**src/rtl/reservation_alu0_issue_ctrl_if.sv**
```systemverilog
// Bundle of dispatch, entry-side and execution-side signals for the ALU0
// reservation station issue controller. The controller uses the slave modport.
// The upstream/entry/execution environment uses the master modport.
interface reservation_alu0_issue_ctrl_if;
    logic         iFLUSH;
    logic         iDISP_VALID;
    logic         oDISP_FULL;
    logic [3:0]   oENTRY_REGIST_VALID;
    logic [3:0]   oENTRY_REGIST_POINTER;
    logic [3:0]   oEX_EXECUTION_POINTER;
    logic [3:0]   oENTRY_EXOUT_VALID;
    logic         oENTRY_REMOVE_VALID;
    logic [3:0]   iENTRY_VALID;
    logic [3:0]   iENTRY_MATCHING;
    logic [359:0] iENTRY_INFO;
    logic         oEX_VALID;
    logic [4:0]   oEX_CMD;
    logic [3:0]   oEX_CC;
    logic [4:0]   oEX_FLAG;
    logic [31:0]  oEX_SOURCE1;
    logic [31:0]  oEX_PC;
    logic [5:0]   oEX_DESTINATION_REGNAME;
    logic [5:0]   oEX_COMMIT_TAG;
    logic         iEX_BUSY;
    logic [31:0]  oPERF_ISSUE_COUNT;
    logic [31:0]  oPERF_STALL_COUNT;

    modport master (
        output iFLUSH, iDISP_VALID, iENTRY_VALID, iENTRY_MATCHING, iENTRY_INFO, iEX_BUSY,
        input  oDISP_FULL, oENTRY_REGIST_VALID, oENTRY_REGIST_POINTER, oEX_EXECUTION_POINTER,
               oENTRY_EXOUT_VALID, oENTRY_REMOVE_VALID, oEX_VALID, oEX_CMD, oEX_CC, oEX_FLAG,
               oEX_SOURCE1, oEX_PC, oEX_DESTINATION_REGNAME, oEX_COMMIT_TAG,
               oPERF_ISSUE_COUNT, oPERF_STALL_COUNT
    );

    modport slave (
        input  iFLUSH, iDISP_VALID, iENTRY_VALID, iENTRY_MATCHING, iENTRY_INFO, iEX_BUSY,
        output oDISP_FULL, oENTRY_REGIST_VALID, oENTRY_REGIST_POINTER, oEX_EXECUTION_POINTER,
               oENTRY_EXOUT_VALID, oENTRY_REMOVE_VALID, oEX_VALID, oEX_CMD, oEX_CC, oEX_FLAG,
               oEX_SOURCE1, oEX_PC, oEX_DESTINATION_REGNAME, oEX_COMMIT_TAG,
               oPERF_ISSUE_COUNT, oPERF_STALL_COUNT
    );
endinterface

```
**src/rtl/reservation_alu0_issue_ctrl.sv**
```systemverilog
// ALU0 reservation station control: allocates free entries to dispatched ops,
// keeps the registration/execution pointers, selects the ready entry and
// registers its payload into a one-deep output stage toward the ALU0 unit.
// Optional performance counters: MIST1032SA_RS_ALU0_PERF_COUNTER_EN.
module reservation_alu0_issue_ctrl (
    input  logic                                iCLOCK,
    input  logic                                inRESET,
    reservation_alu0_issue_ctrl_if.slave        bus
);

    logic [3:0]  rp;
    logic [3:0]  ep;
    logic        ex_valid;
    logic [89:0] ex_payload;

    logic [3:0]  sel_raw;
    logic [3:0]  free_onehot;
    logic [3:0]  sel_onehot;
    logic [89:0] sel_payload;
    logic        disp_full;
    logic        accept;
    logic        issue;

    // lowest-index free entry and lowest-index ready entry
    always_comb begin
        sel_raw     = bus.iENTRY_VALID & bus.iENTRY_MATCHING;
        free_onehot = '0;
        sel_onehot  = '0;
        for (int unsigned k = 0; k < 4; k++) begin
            if (!bus.iENTRY_VALID[k[1:0]] && (free_onehot == '0)) free_onehot[k[1:0]] = 1'b1;
            if (sel_raw[k[1:0]] && (sel_onehot == '0))           sel_onehot[k[1:0]]  = 1'b1;
        end
    end

    // payload of the selected entry
    always_comb begin
        sel_payload = '0;
        case (1'b1)
            sel_onehot[0]: sel_payload = bus.iENTRY_INFO[89:0];
            sel_onehot[1]: sel_payload = bus.iENTRY_INFO[179:90];
            sel_onehot[2]: sel_payload = bus.iENTRY_INFO[269:180];
            sel_onehot[3]: sel_payload = bus.iENTRY_INFO[359:270];
            default:       sel_payload = '0;
        endcase
    end

    assign disp_full = &bus.iENTRY_VALID;
    assign accept    = bus.iDISP_VALID && !disp_full && !bus.iFLUSH;
    assign issue     = (sel_onehot != '0) && !bus.iFLUSH && (!ex_valid || !bus.iEX_BUSY);

    assign bus.oDISP_FULL            = disp_full;
    assign bus.oENTRY_REGIST_VALID   = accept ? free_onehot : '0;
    assign bus.oENTRY_REGIST_POINTER = rp;
    assign bus.oEX_EXECUTION_POINTER = ep;
    assign bus.oENTRY_EXOUT_VALID    = issue ? sel_onehot : '0;
    assign bus.oENTRY_REMOVE_VALID   = bus.iFLUSH;

    // pointers and output-stage valid; flush empties the station
    always_ff @(posedge iCLOCK or negedge inRESET) begin
        if (!inRESET) begin
            rp       <= '0;
            ep       <= '0;
            ex_valid <= 1'b0;
        end else if (bus.iFLUSH) begin
            rp       <= '0;
            ep       <= '0;
            ex_valid <= 1'b0;
        end else begin
            if (accept) rp <= rp + 4'd1;
            if (issue) begin
                ep       <= ep + 4'd1;
                ex_valid <= 1'b1;
            end else if (!bus.iEX_BUSY) begin
                ex_valid <= 1'b0;
            end
        end
    end

    // output-stage payload, loaded only on issue so it holds while busy
    always_ff @(posedge iCLOCK or negedge inRESET) begin
        if (!inRESET) begin
            ex_payload <= '0;
        end else if (issue) begin
            ex_payload <= sel_payload;
        end
    end

    assign bus.oEX_VALID               = ex_valid;
    assign bus.oEX_CMD                 = ex_payload[89:85];
    assign bus.oEX_CC                  = ex_payload[84:81];
    assign bus.oEX_FLAG                = ex_payload[80:76];
    assign bus.oEX_SOURCE1             = ex_payload[75:44];
    assign bus.oEX_PC                  = ex_payload[43:12];
    assign bus.oEX_DESTINATION_REGNAME = ex_payload[11:6];
    assign bus.oEX_COMMIT_TAG          = ex_payload[5:0];

`ifdef MIST1032SA_RS_ALU0_PERF_COUNTER_EN
    logic [31:0] issue_count;
    logic [31:0] stall_count;

    // issue count and busy-stall cycle count; only reset clears them
    always_ff @(posedge iCLOCK or negedge inRESET) begin
        if (!inRESET) begin
            issue_count <= '0;
            stall_count <= '0;
        end else begin
            if (issue)                    issue_count <= issue_count + 32'd1;
            if (ex_valid && bus.iEX_BUSY) stall_count <= stall_count + 32'd1;
        end
    end

    assign bus.oPERF_ISSUE_COUNT = issue_count;
    assign bus.oPERF_STALL_COUNT = stall_count;
`else
    assign bus.oPERF_ISSUE_COUNT = '0;
    assign bus.oPERF_STALL_COUNT = '0;
`endif

endmodule

```
**src/flat_wrapper.sv**
```systemverilog
// flat-port wrapper written by rule: the top's interface ports become plain ports
module reservation_alu0_issue_ctrl_flat 
  (iCLOCK, inRESET, bus_iFLUSH, bus_iDISP_VALID, bus_iENTRY_VALID, bus_iENTRY_MATCHING, bus_iENTRY_INFO, bus_iEX_BUSY, bus_oDISP_FULL, bus_oENTRY_REGIST_VALID, bus_oENTRY_REGIST_POINTER, bus_oEX_EXECUTION_POINTER, bus_oENTRY_EXOUT_VALID, bus_oENTRY_REMOVE_VALID, bus_oEX_VALID, bus_oEX_CMD, bus_oEX_CC, bus_oEX_FLAG, bus_oEX_SOURCE1, bus_oEX_PC, bus_oEX_DESTINATION_REGNAME, bus_oEX_COMMIT_TAG, bus_oPERF_ISSUE_COUNT, bus_oPERF_STALL_COUNT);
  reservation_alu0_issue_ctrl_if bus_i ();
  input  logic iCLOCK;
  input  logic inRESET;
  input wire logic [$bits(bus_i.iFLUSH)-1:0] bus_iFLUSH;
  input wire logic [$bits(bus_i.iDISP_VALID)-1:0] bus_iDISP_VALID;
  input wire logic [$bits(bus_i.iENTRY_VALID)-1:0] bus_iENTRY_VALID;
  input wire logic [$bits(bus_i.iENTRY_MATCHING)-1:0] bus_iENTRY_MATCHING;
  input wire logic [$bits(bus_i.iENTRY_INFO)-1:0] bus_iENTRY_INFO;
  input wire logic [$bits(bus_i.iEX_BUSY)-1:0] bus_iEX_BUSY;
  output wire logic [$bits(bus_i.oDISP_FULL)-1:0] bus_oDISP_FULL;
  output wire logic [$bits(bus_i.oENTRY_REGIST_VALID)-1:0] bus_oENTRY_REGIST_VALID;
  output wire logic [$bits(bus_i.oENTRY_REGIST_POINTER)-1:0] bus_oENTRY_REGIST_POINTER;
  output wire logic [$bits(bus_i.oEX_EXECUTION_POINTER)-1:0] bus_oEX_EXECUTION_POINTER;
  output wire logic [$bits(bus_i.oENTRY_EXOUT_VALID)-1:0] bus_oENTRY_EXOUT_VALID;
  output wire logic [$bits(bus_i.oENTRY_REMOVE_VALID)-1:0] bus_oENTRY_REMOVE_VALID;
  output wire logic [$bits(bus_i.oEX_VALID)-1:0] bus_oEX_VALID;
  output wire logic [$bits(bus_i.oEX_CMD)-1:0] bus_oEX_CMD;
  output wire logic [$bits(bus_i.oEX_CC)-1:0] bus_oEX_CC;
  output wire logic [$bits(bus_i.oEX_FLAG)-1:0] bus_oEX_FLAG;
  output wire logic [$bits(bus_i.oEX_SOURCE1)-1:0] bus_oEX_SOURCE1;
  output wire logic [$bits(bus_i.oEX_PC)-1:0] bus_oEX_PC;
  output wire logic [$bits(bus_i.oEX_DESTINATION_REGNAME)-1:0] bus_oEX_DESTINATION_REGNAME;
  output wire logic [$bits(bus_i.oEX_COMMIT_TAG)-1:0] bus_oEX_COMMIT_TAG;
  output wire logic [$bits(bus_i.oPERF_ISSUE_COUNT)-1:0] bus_oPERF_ISSUE_COUNT;
  output wire logic [$bits(bus_i.oPERF_STALL_COUNT)-1:0] bus_oPERF_STALL_COUNT;
  assign bus_i.iFLUSH = bus_iFLUSH;
  assign bus_i.iDISP_VALID = bus_iDISP_VALID;
  assign bus_i.iENTRY_VALID = bus_iENTRY_VALID;
  assign bus_i.iENTRY_MATCHING = bus_iENTRY_MATCHING;
  assign bus_i.iENTRY_INFO = bus_iENTRY_INFO;
  assign bus_i.iEX_BUSY = bus_iEX_BUSY;
  assign bus_oDISP_FULL = bus_i.oDISP_FULL;
  assign bus_oENTRY_REGIST_VALID = bus_i.oENTRY_REGIST_VALID;
  assign bus_oENTRY_REGIST_POINTER = bus_i.oENTRY_REGIST_POINTER;
  assign bus_oEX_EXECUTION_POINTER = bus_i.oEX_EXECUTION_POINTER;
  assign bus_oENTRY_EXOUT_VALID = bus_i.oENTRY_EXOUT_VALID;
  assign bus_oENTRY_REMOVE_VALID = bus_i.oENTRY_REMOVE_VALID;
  assign bus_oEX_VALID = bus_i.oEX_VALID;
  assign bus_oEX_CMD = bus_i.oEX_CMD;
  assign bus_oEX_CC = bus_i.oEX_CC;
  assign bus_oEX_FLAG = bus_i.oEX_FLAG;
  assign bus_oEX_SOURCE1 = bus_i.oEX_SOURCE1;
  assign bus_oEX_PC = bus_i.oEX_PC;
  assign bus_oEX_DESTINATION_REGNAME = bus_i.oEX_DESTINATION_REGNAME;
  assign bus_oEX_COMMIT_TAG = bus_i.oEX_COMMIT_TAG;
  assign bus_oPERF_ISSUE_COUNT = bus_i.oPERF_ISSUE_COUNT;
  assign bus_oPERF_STALL_COUNT = bus_i.oPERF_STALL_COUNT;
  reservation_alu0_issue_ctrl u_core (.iCLOCK(iCLOCK), .inRESET(inRESET), .bus(bus_i));
endmodule
```
**config.mk**
```make
export PLATFORM = sky130hd
export DESIGN_NAME = reservation_alu0_issue_ctrl_flat
export DESIGN_NICKNAME = d
export VERILOG_FILES = /design/src/rtl/reservation_alu0_issue_ctrl_if.sv /design/src/rtl/reservation_alu0_issue_ctrl.sv /design/src/flat_wrapper.sv
export SDC_FILE = /design/constraint.sdc
export NUM_CORES = 1
export LEC_CHECK = 0
export CAP_MARGIN = 20
export CELL_PAD_IN_SITES_DETAIL_PLACEMENT = 1
export CELL_PAD_IN_SITES_GLOBAL_PLACEMENT = 2
export CORE_ASPECT_RATIO = 0.7
export CORE_MARGIN = 2
export CORE_UTILIZATION = 14
export CTS_CLUSTER_DIAMETER = 40
export CTS_CLUSTER_SIZE = 8
export DETAILED_ROUTE_END_ITERATION = 6
export PLACE_DENSITY_LB_ADDON = 0.1
export SYNTH_ARGS = -nofsm -noshare
export SYNTH_HDL_FRONTEND = slang
export SYNTH_SLANG_ARGS = --single-unit
```
**constraint.sdc**
```tcl
create_clock -name iCLOCK -period 2.1 [get_ports iCLOCK]
set_clock_uncertainty 0.2 [all_clocks]
set_input_delay 0.63 -clock iCLOCK [delete_from_list [all_inputs] [get_ports iCLOCK]]
set_output_delay 0.63 -clock iCLOCK [all_outputs]
set_load 0.02 [all_outputs]
```
==> impl_metrics.ini, run 1 <==
[sta]
period_share_pct = 107
setup_violations = 8
finalHoldViolations = 0
rsz0062_at_grt = true
maxSlewViolCount = 0
fmax_mhz = 446
setup_tns_ps = -768
finalCriticalPeriod_ps = 2240
fin_ws_ps = -145

[status]
violations = DRC, setup timing
status = finished, violations left

[finish]
regArea_mm2 = 0.00248
area_delta_synth_final_pct = 106
post-route-util_pct = 29.2
drive_above_1_share_pct = 14.0
nNetsFinal = 1568
multiInputGateArea_mm2 = 0.00305
n_fill_cell = 4846

[clock_network]
insertion_delay_ps = 370
cts_buffer_depth = 2
cts_root_buffer = clkbuf_16
cts_tree = done
h-tree-depth = 3
path_clk_slew_ps = 80
cts_made_buffers = 9
cts_sinks = 99

[critical_path]
critPathKind = in -> out
startpoint_type = primary input
required_ps = 1270
end_kind = output port
cp.arrival_ps = 1410
ff2ff_setup_slack_ps = 200
crit_fanout = 3

[die]
die_h_um = 177
core_mm2 = 0.0422
start_util_pct = 14.2
boundaryPins = 546
rows = 63
die-area_mm2 = 0.0443
die_x_um = 251

[grt]
grt_pass1_wl_mm = 52.9
grt_antenna_before_repair = 1
grt_usage_pct = 16.2
grt_remaining_overflow = 0
grt_max_degree = 51
grt_pass1_vias = 7639

[logic_synthesis]
yosysWarnings = 0
avgSynthCellArea_um2 = 8.96
ys_seq_elements = 99
async_flop_share_pct = 100
synth_cell_types = 45
synth-edff-count = 0
synth_area_mm2 = 0.00597
yosysSeqAreaShare_pct = 41.5
ys.flop_type = dfrtp_1
syn_inst = 666

[placement]
dp_slack_ps = -1030
port_buffers = 481
dp_hpwl_mm = 29.2
gp_congestion = 0.795

[power]
p_leak_nw = 5.04
cellPowerDensity_mw_per_mm2 = 611
vdd_drop_max_mv = 0.365

[flow_run]
drv_cap = 0

[detailed_routing]
drt_iter0_drc = 507
vias = 7326
ant_nets = 0
vias_per_cell = 4.18
wire_per_inst_um = 21.9
first_pass_iters = 7
drcViolationCount = 7
routed_wirelength_mm = 38.3

[hold_path]
hold_class = reg -> reg
==> timing repair <==
action                                  in CTS  in global routing
setup buffers                               15                  7
pin swaps                                   17                 11
endpoints found under the setup margin     203                 52
cloned                                       2                  3
hold endpoints to repair                    11                  0
hold buffers                                 1                  0
gates resized for setup                    207                 31
==> cells in the final DEF, fill, tap and decap left out, drive strengths merged, types with 15 or more instances in the layout <==
master and count:
a21oi 157, a222oi 72, buf 111, clkbuf 15, clkdlybuf4s50 360, conb 64
dfrtp 99, dlygate4sd2 99, nand2 27, nor2 90, o21ai 19
==> cell families (layout without fill, tap and decap cells) <==
group	count (synthesis)	after routing	share of synthesized area, %
compound gates	288	288	33.2
simple gates	144	144	10.2
buf+inv	127	596	13.8
flops	99	99	41.5
xor+xnor	4	4	0.587
fa+ha+maj	2	2	0.419
other cells	1	65	0.0628
mux	1	1	0.168
==> layer usage <==
layer	GRT usage (%)	routed length, um	part of all wire [%]
met1	19.5	16000	42
met2	29.3	19600	51
met3	4.09	2290	6.0
met4	2.97	440	1.1
met5	0	0	0
==> cells in the mapped netlist, types with 2 or more instances <==
library cell    n  area, um^2
o21ai_0         7        35.0
nor3_1          3        15.0
nor2_1         89         334
nand2_1        27         101
o221ai_1       11        96.3
dfrtp_1        99        2480
nor2b_1         2        12.5
a222oi_1       72         721
and2_1          3        18.8
a221oi_1       11        96.3
ha_1            2        25.0
nand3_1        11        55.1
buf_6          10         113
xor2_1          3        26.3
o21a_1          2        15.0
buf_4          67         503
o21ai_1        11        55.1
clkbuf_1       39         146
a31o_2          5        43.8
o22ai_1         2        12.5
a21oi_1       151         756
a22oi_1         3        22.5
buf_2           9        45.0
a21oi_2         6        52.6
==> metrics by stage <==
| step | cells | power, W | instance area, um^2 | hold WS (ps) |
|---|---|---|---|---|
| floorplan | 729 | 0.00396 | 6330 | 134 |
| global placement | 1707 | 0.00596 | 11700 | 272 |
| detailed placement | 1707 | 0.00596 | 11700 | 280 |
| CTS | 1740 | 0.00768 | 12100 | 294 |
| global route | 1750 | 0.00801 | 12300 | 316 |
| finish | 1751 | 0.00752 | 12300 | 289 |
==> final cells by class <==
| class | count | share of cell area (%) |
|---|---|---|
| diodes | 1 | 0.0203 |
| clock buffers | 9 | 1.83 |
| clock inverters | 7 | 0.681 |
| multi-input cells | 503 | 24.8 |
| repair buffers | 579 | 46.9 |
| well taps | 552 | 5.61 |
| inverters | 1 | 0.0305 |
| flip-flops and latches | 99 | 20.1 |
==> worst max-delay path, stage by stage <==
cell and delay (ps):
buf_8 100, buf_6 110, nor2b_4 140, nand3_4 110, nor3b_4 190, buf_6 140
==> flip-flops by register name, summed over array words and instances (netlist names) <==
signal / flops
u_core.ex_payload: 90
u_core.bus.oENTRY_REGIST_POINTER: 4
u_core.bus.oEX_EXECUTION_POINTER: 4
u_core.bus.oEX_VALID: 1
==> path summary, 6_finish.rpt <==
check                                                       start  depth (start not counted)                                              end
worst min-delay path            u_core.ex_payload[23]$_DFFE_PN0P_                          2                u_core.ex_payload[23]$_DFFE_PN0P_
worst min register to register  u_core.ex_payload[23]$_DFFE_PN0P_                          2                u_core.ex_payload[23]$_DFFE_PN0P_
max in group asynchronous                                 inRESET                          3                u_core.ex_payload[77]$_DFFE_PN0P_
worst max-delay path                                   bus_iFLUSH                          6                       bus_oENTRY_REGIST_VALID[3]
min in group asynchronous                                 inRESET                          2  u_core.bus.oENTRY_REGIST_POINTER[0]$_DFFE_PN0P_
worst max register to register   u_core.bus.oEX_VALID$_DFFE_PN0P_                          5  u_core.bus.oEX_EXECUTION_POINTER[3]$_DFFE_PN0P_
==> power by group <==
| group | switching (W) | internal [W] | total (W) |
|---|---|---|---|
| clock network | 0.000888 | 0.000950 | 0.00184 |
| registers | 0.000189 | 0.00227 | 0.00246 |
| logic | 0.00170 | 0.00153 | 0.00322 |
Power figures use the tool's default switching activity.
==> run 2, diff against run 1 <==
- MAX_ROUTING_LAYER: unset -> met4
==> impl_metrics.ini, run 2 (same netlist as run 1, synthesis figures left out) <==
[clock_network]
cts_sinks = 99
cts_made_buffers = 9
path_clk_slew_ps = 70
cts_tree = done
h-tree-depth = 3
cts_root_buffer = clkbuf_16
insertion_delay_ps = 370
cts_buffer_depth = 2

[sta]
finalHoldViolations = 0
fmax_mhz = 445
maxSlewViolCount = 0
rsz0062_at_grt = true
setup_violations = 8
period_share_pct = 107
fin_ws_ps = -145
finalCriticalPeriod_ps = 2250

[detailed_routing]
vias_per_cell = 4.20
wl_met1_mm = 15.8
vias = 7349
wl_met2_mm = 19.5
routed_wirelength_mm = 38.0
top_layer_used = met4
ant_nets = 0
wire_per_inst_um = 21.8
drt_iter0_drc = 537
first_pass_iters = 6
drcViolationCount = 0
route.met3.wl_mm = 2.29

[die]
die_x_um = 251
start_util_pct = 14.2
core_mm2 = 0.0422
boundaryPins = 546
die_h_um = 177
rows = 63
die-area_mm2 = 0.0443

[grt]
grt_pass1_vias = 7646
grt_pass1_wl_mm = 52.9
grt_antenna_before_repair = 1
grt_remaining_overflow = 0
grt_usage_pct = 16.7
grt_max_degree = 51

[critical_path]
end_kind = output port
crit_path_start = bus_iFLUSH
required_ps = 1270
cp.arrival_ps = 1420
r2r_end = u_core.bus.oEX_EXECUTION_POINTER[2]$_DFFE_PN0P_
critPathKind = in -> out
crit_fanout = 3
crit_end = bus_oENTRY_REGIST_VALID[3]
ff2ff_setup_slack_ps = 240
r2r_cells = 6
startpoint_type = primary input
timing.rr.start = u_core.bus.oEX_VALID$_DFFE_PN0P_

[finish]
largest_register = u_core.ex_payload
final_cell_mix = clkdlybuf4s50_1 (360), a21oi_1 (151), dlygate4sd2_1 (99), dfrtp_1 (99), nor2_1 (84)
post-route-util_pct = 29.1
drive_above_1_share_pct = 13.7
largest_reg_flops = 90
finalInstanceArea_mm2 = 0.0123
nNetsFinal = 1565
final_common_cell = clkdlybuf4s50_1
area_delta_synth_final_pct = 106

[placement]
dp_hpwl_mm = 29.2
port_buffers = 481
gp_congestion = 0.806
postPlaceCellArea_mm2 = 0.0117

[status]
violations = setup timing
status = finished, violations left

[hold_path]
hold_class = reg -> reg

[power]
vdd_drop_max_mv = 0.365
cellPowerDensity_mw_per_mm2 = 613
p_leak_nw = 5.01

[flow_run]
drv_cap = 0
[run 2: changes by cell type in the layout (fill, tap and decap cells not counted)]
| cell | previous run | this run |
|---|---|---|
| buf_6 | 19 | 20 |
| nand2_4 | 2 | 1 |
| buf_12 | 17 | 16 |
| clkdlybuf4s15_1 | 0 | 1 |
| clkbuf_16 | 12 | 11 |
| buf_8 | 4 | 5 |
| buf_4 | 68 | 65 |
| nand2_2 | 0 | 1 |
| clkbuf_2 | 3 | 2 |
[run 2: layer usage]
layer	vias up	global-route usage, %
li1	3467	-
met1	3622	19.7
met2	240	29.3
met3	20	3.97
met4	0	2.97
met5	-	-
[run 2: report_power, final]
group,internal [W],switching (W)
clock network,0.000950,0.000893
registers,0.00227,0.000189
logic,0.00152,0.00169
total,0.00474,0.00277
[run 2: worst max-delay path, cell delays in order]
cell and delay (ps):
buf_8 100, buf_6 110, nor2b_4 140, nand3_4 110
nor3b_4 190, buf_6 140
[run 2: what timing repair did]
| item | 4_1_cts | 5_1_grt |
|---|---|---|
| pin swaps | 17 | 12 |
| buffers inserted | 15 | 5 |
| gates resized for setup | 207 | 29 |
| endpoints found under the hold margin | 11 | 0 |
| cloned | 2 | 2 |
| setup endpoints to repair | 203 | 51 |
| hold buffers | 1 | 0 |
[run 2: per-stage QoR]
| step | instances | TNS, ps | power [W] | worst slack [ps] | hold slack (ps) |
|---|---|---|---|---|---|
| 2_1_floorplan | 729 | -272 | 0.00396 | -169 | 134 |
| 3_3_place_gp | 1707 | -84970 | 0.00596 | -1030 | 272 |
| 3_5_place_dp | 1707 | -84140 | 0.00596 | -1030 | 280 |
| 4_1_cts | 1740 | -965 | 0.00768 | -178 | 294 |
| 5_1_grt | 1748 | -1050 | 0.00801 | -190 | 316 |
| 6_report | 1748 | -766 | 0.00752 | -145 | 288 |
[run 2: worst min-delay path by stage]
stage | from | cells after the start | slack (ps) | endpoint
4_1_cts | u_core.ex_payload[8]$_DFFE_PN0P_ | 2 | 290 | u_core.ex_payload[8]$_DFFE_PN0P_
3_5_place_dp | u_core.ex_payload[8]$_DFFE_PN0P_ | 2 | 280 | u_core.ex_payload[8]$_DFFE_PN0P_
6_report | u_core.ex_payload[23]$_DFFE_PN0P_ | 2 | 290 | u_core.ex_payload[23]$_DFFE_PN0P_
5_1_grt | u_core.ex_payload[7]$_DFFE_PN0P_ | 2 | 320 | u_core.ex_payload[7]$_DFFE_PN0P_
2_1_floorplan | inRESET | 0 | 130 | u_core.bus.oENTRY_REGIST_POINTER[0]$_DFFE_PN0P_
3_3_place_gp | u_core.ex_payload[7]$_DFFE_PN0P_ | 2 | 270 | u_core.ex_payload[7]$_DFFE_PN0P_
[run 2: final cells by class]
type                    instances  area, um^2
clock inverters                 7        83.8
inverters                       1        3.75
fillers                      4847       29900
clock buffers                   9         225
flip-flops and latches         99        2480
well taps                     552         691
diodes                          1        2.50
multi-input cells             503        3050
repair buffers                576        5740
==> run 3, diff against run 2 <==
- clock period: 2.1 -> 1.95 ns (I/O delays scaled with it)
==> impl_metrics.ini, run 3 (same netlist as run 1, synthesis figures left out) <==
[sta]
worstMarginPinSlew_ps = 576
fin_ws_ps = -331
fmax_mhz = 438
maxSlewViolCount = 0
setup_violations = 91
rsz0062_at_grt = true
relSlewSlack_pct = 61.6
hold_ws_ps = 297
finalHoldViolations = 0
finalCriticalPeriod_ps = 2280
period_share_pct = 117

[placement]
dp_cells = 1723
gp_congestion = 0.782
port_buffers = 481
dp_hpwl_mm = 29.9

[clock_network]
insertion_delay_ps = 370
cts_sinks = 99
cts_made_buffers = 9
path_clk_slew_ps = 70
cts_tree = done
cts_buffer_depth = 2
h-tree-depth = 3
cts_root_buffer = clkbuf_16

[grt]
grt_pass1_vias = 8308
grt_remaining_overflow = 0
grt_pass1_wl_mm = 59.5
grt_usage_pct = 19.1
grt_max_degree = 46
grt_antenna_before_repair = 5

[critical_path]
max_stage_delay_ps = 330
cp.arrival_ps = 1500
path_depth = 4
crit_end = bus_oENTRY_EXOUT_VALID[3]
path_buf_inv = 2
ff2ff_setup_slack_ps = -130
path_cells = buf_8, a22o_4, nor4_4, buf_4
startpoint_type = primary input
required_ps = 1160
critPathKind = in -> out
crit_fanout = 3
crit_path_start = bus_iENTRY_VALID[1]
critical_path.top_delay_family = simple AND/OR/NAND/NOR gates
crit_slowest_cell = nor4_4
r2r_end = u_core.bus.oEX_EXECUTION_POINTER[3]$_DFFE_PN0P_
end_kind = output port
r2r_cells = 9
timing.rr.start = u_core.bus.oEX_VALID$_DFFE_PN0P_

[power]
switching_share_pct = 37.1
intPower_w = 0.00573
clkPwrFrac_pct = 22.6
vdd_drop_max_mv = 0.421
pwr-share-seq_pct = 29.9
p_comb_share_pct = 47.4
cellPowerDensity_mw_per_mm2 = 634
power.switching_w = 0.00337
p_leak_nw = 5.64

[finish]
nNetsFinal = 1629
area_delta_synth_final_pct = 140
largest_reg_flops = 90
regArea_mm2 = 0.00248
final_cells = 1816
multiInputGateArea_mm2 = 0.00384
drive_above_1_share_pct = 32.5
final_common_cell = clkdlybuf4s50_1
n_fill_cell = 4745
final_cell_mix = clkdlybuf4s50_1 (360), a21oi_2 (105), dfrtp_1 (99), a222oi_1 (72), conb_1 (64)
largest_register = u_core.ex_payload

[die]
die-area_mm2 = 0.0443
core_mm2 = 0.0422
die_h_um = 177
boundaryPins = 546
rows = 63
die_x_um = 251
start_util_pct = 14.2

[detailed_routing]
vias = 7861
drt_iter0_drc = 577
wire_per_inst_um = 24.3
vias_per_cell = 4.33
ant_nets = 0
routed_wirelength_mm = 44.2
first_pass_iters = 5
drcViolationCount = 0

[status]
status = finished, violations left
violations = setup timing

[hold_path]
hold_class = reg -> reg

[flow_run]
drv_cap = 0
## run 3: power by group through the flow
stage | Clock (W) | Combinational (W) | Sequential [W]
final | 0.00206 | 0.00432 | 0.00272
after global routing | 0.00222 | 0.00460 | 0.00278
after CTS | 0.00217 | 0.00422 | 0.00267
after detailed placement | 0 | 0.00387 | 0.00271
after global placement | 0 | 0.00387 | 0.00270
after floorplan | 0 | 0.00113 | 0.00320
## run 3: what timing repair did
action | CTS | global route
hold endpoints to repair | 10 | 0
hold buffers | 1 | 0
pin swaps | 25 | 114
endpoints found under the setup margin | 202 | 116
cloned | 22 | 11
resized for setup | 291 | 208
buffers inserted | 43 | 27
## run 3: how the worst min path moves through the flow
stage / start / endpoint / slack, ps / cells after the start
floorplan: inRESET / u_core.bus.oENTRY_REGIST_POINTER[0]$_DFFE_PN0P_ / 90 / 0
global placement: u_core.ex_payload[31]$_DFFE_PN0P_ / u_core.ex_payload[31]$_DFFE_PN0P_ / 270 / 2
detailed placement: u_core.ex_payload[71]$_DFFE_PN0P_ / u_core.ex_payload[71]$_DFFE_PN0P_ / 290 / 2
CTS: u_core.ex_payload[13]$_DFFE_PN0P_ / u_core.ex_payload[13]$_DFFE_PN0P_ / 300 / 2
global route: u_core.ex_payload[13]$_DFFE_PN0P_ / u_core.ex_payload[13]$_DFFE_PN0P_ / 320 / 2
finish: u_core.ex_payload[23]$_DFFE_PN0P_ / u_core.ex_payload[23]$_DFFE_PN0P_ / 300 / 2
## run 3: per-layer routing
| layer | wire, um | global-route usage (%) |
|---|---|---|
| met5 | 0 | - |
| met4 | 639 | 4.69 |
| met3 | 2750 | 4.56 |
| met2 | 22300 | 32.0 |
| met1 | 18500 | 23.2 |
## run 3: tightest hold or removal path, delay by kind of cell, from the launching register on
family             cells  cell delay, ps
AOI/OAI and AO/OA      1              50
DFF                    1             360
and+or+nand+nor        1              60
## run 3: through the flow
step                area, um^2  setup slack [ps]  utilization [%]  total power, W  setup TNS, ps
global route             14300              -375             34.0         0.00961         -15650
detailed placement       12200             -1160             28.8         0.00659         -94710
finish                   14300              -331             34.0         0.00910         -11560
CTS                      13900              -430             32.9         0.00906         -21310
global placement         12200             -1110             28.8         0.00657         -90430
floorplan                 6640              -229                -         0.00433          -8860
## run 3: layout make-up
| cell class | count | share of cell area [%] |
|---|---|---|
| Multi-Input combinational cell | 503 | 26.8 |
| Inverter | 1 | 0.0262 |
| Tap cell | 552 | 4.82 |
| Clock buffer | 12 | 1.65 |
| Antenna cell | 5 | 0.0872 |
| Timing Repair Buffer | 640 | 48.9 |
| Clock inverter | 4 | 0.523 |
| Sequential cell | 99 | 17.3 |
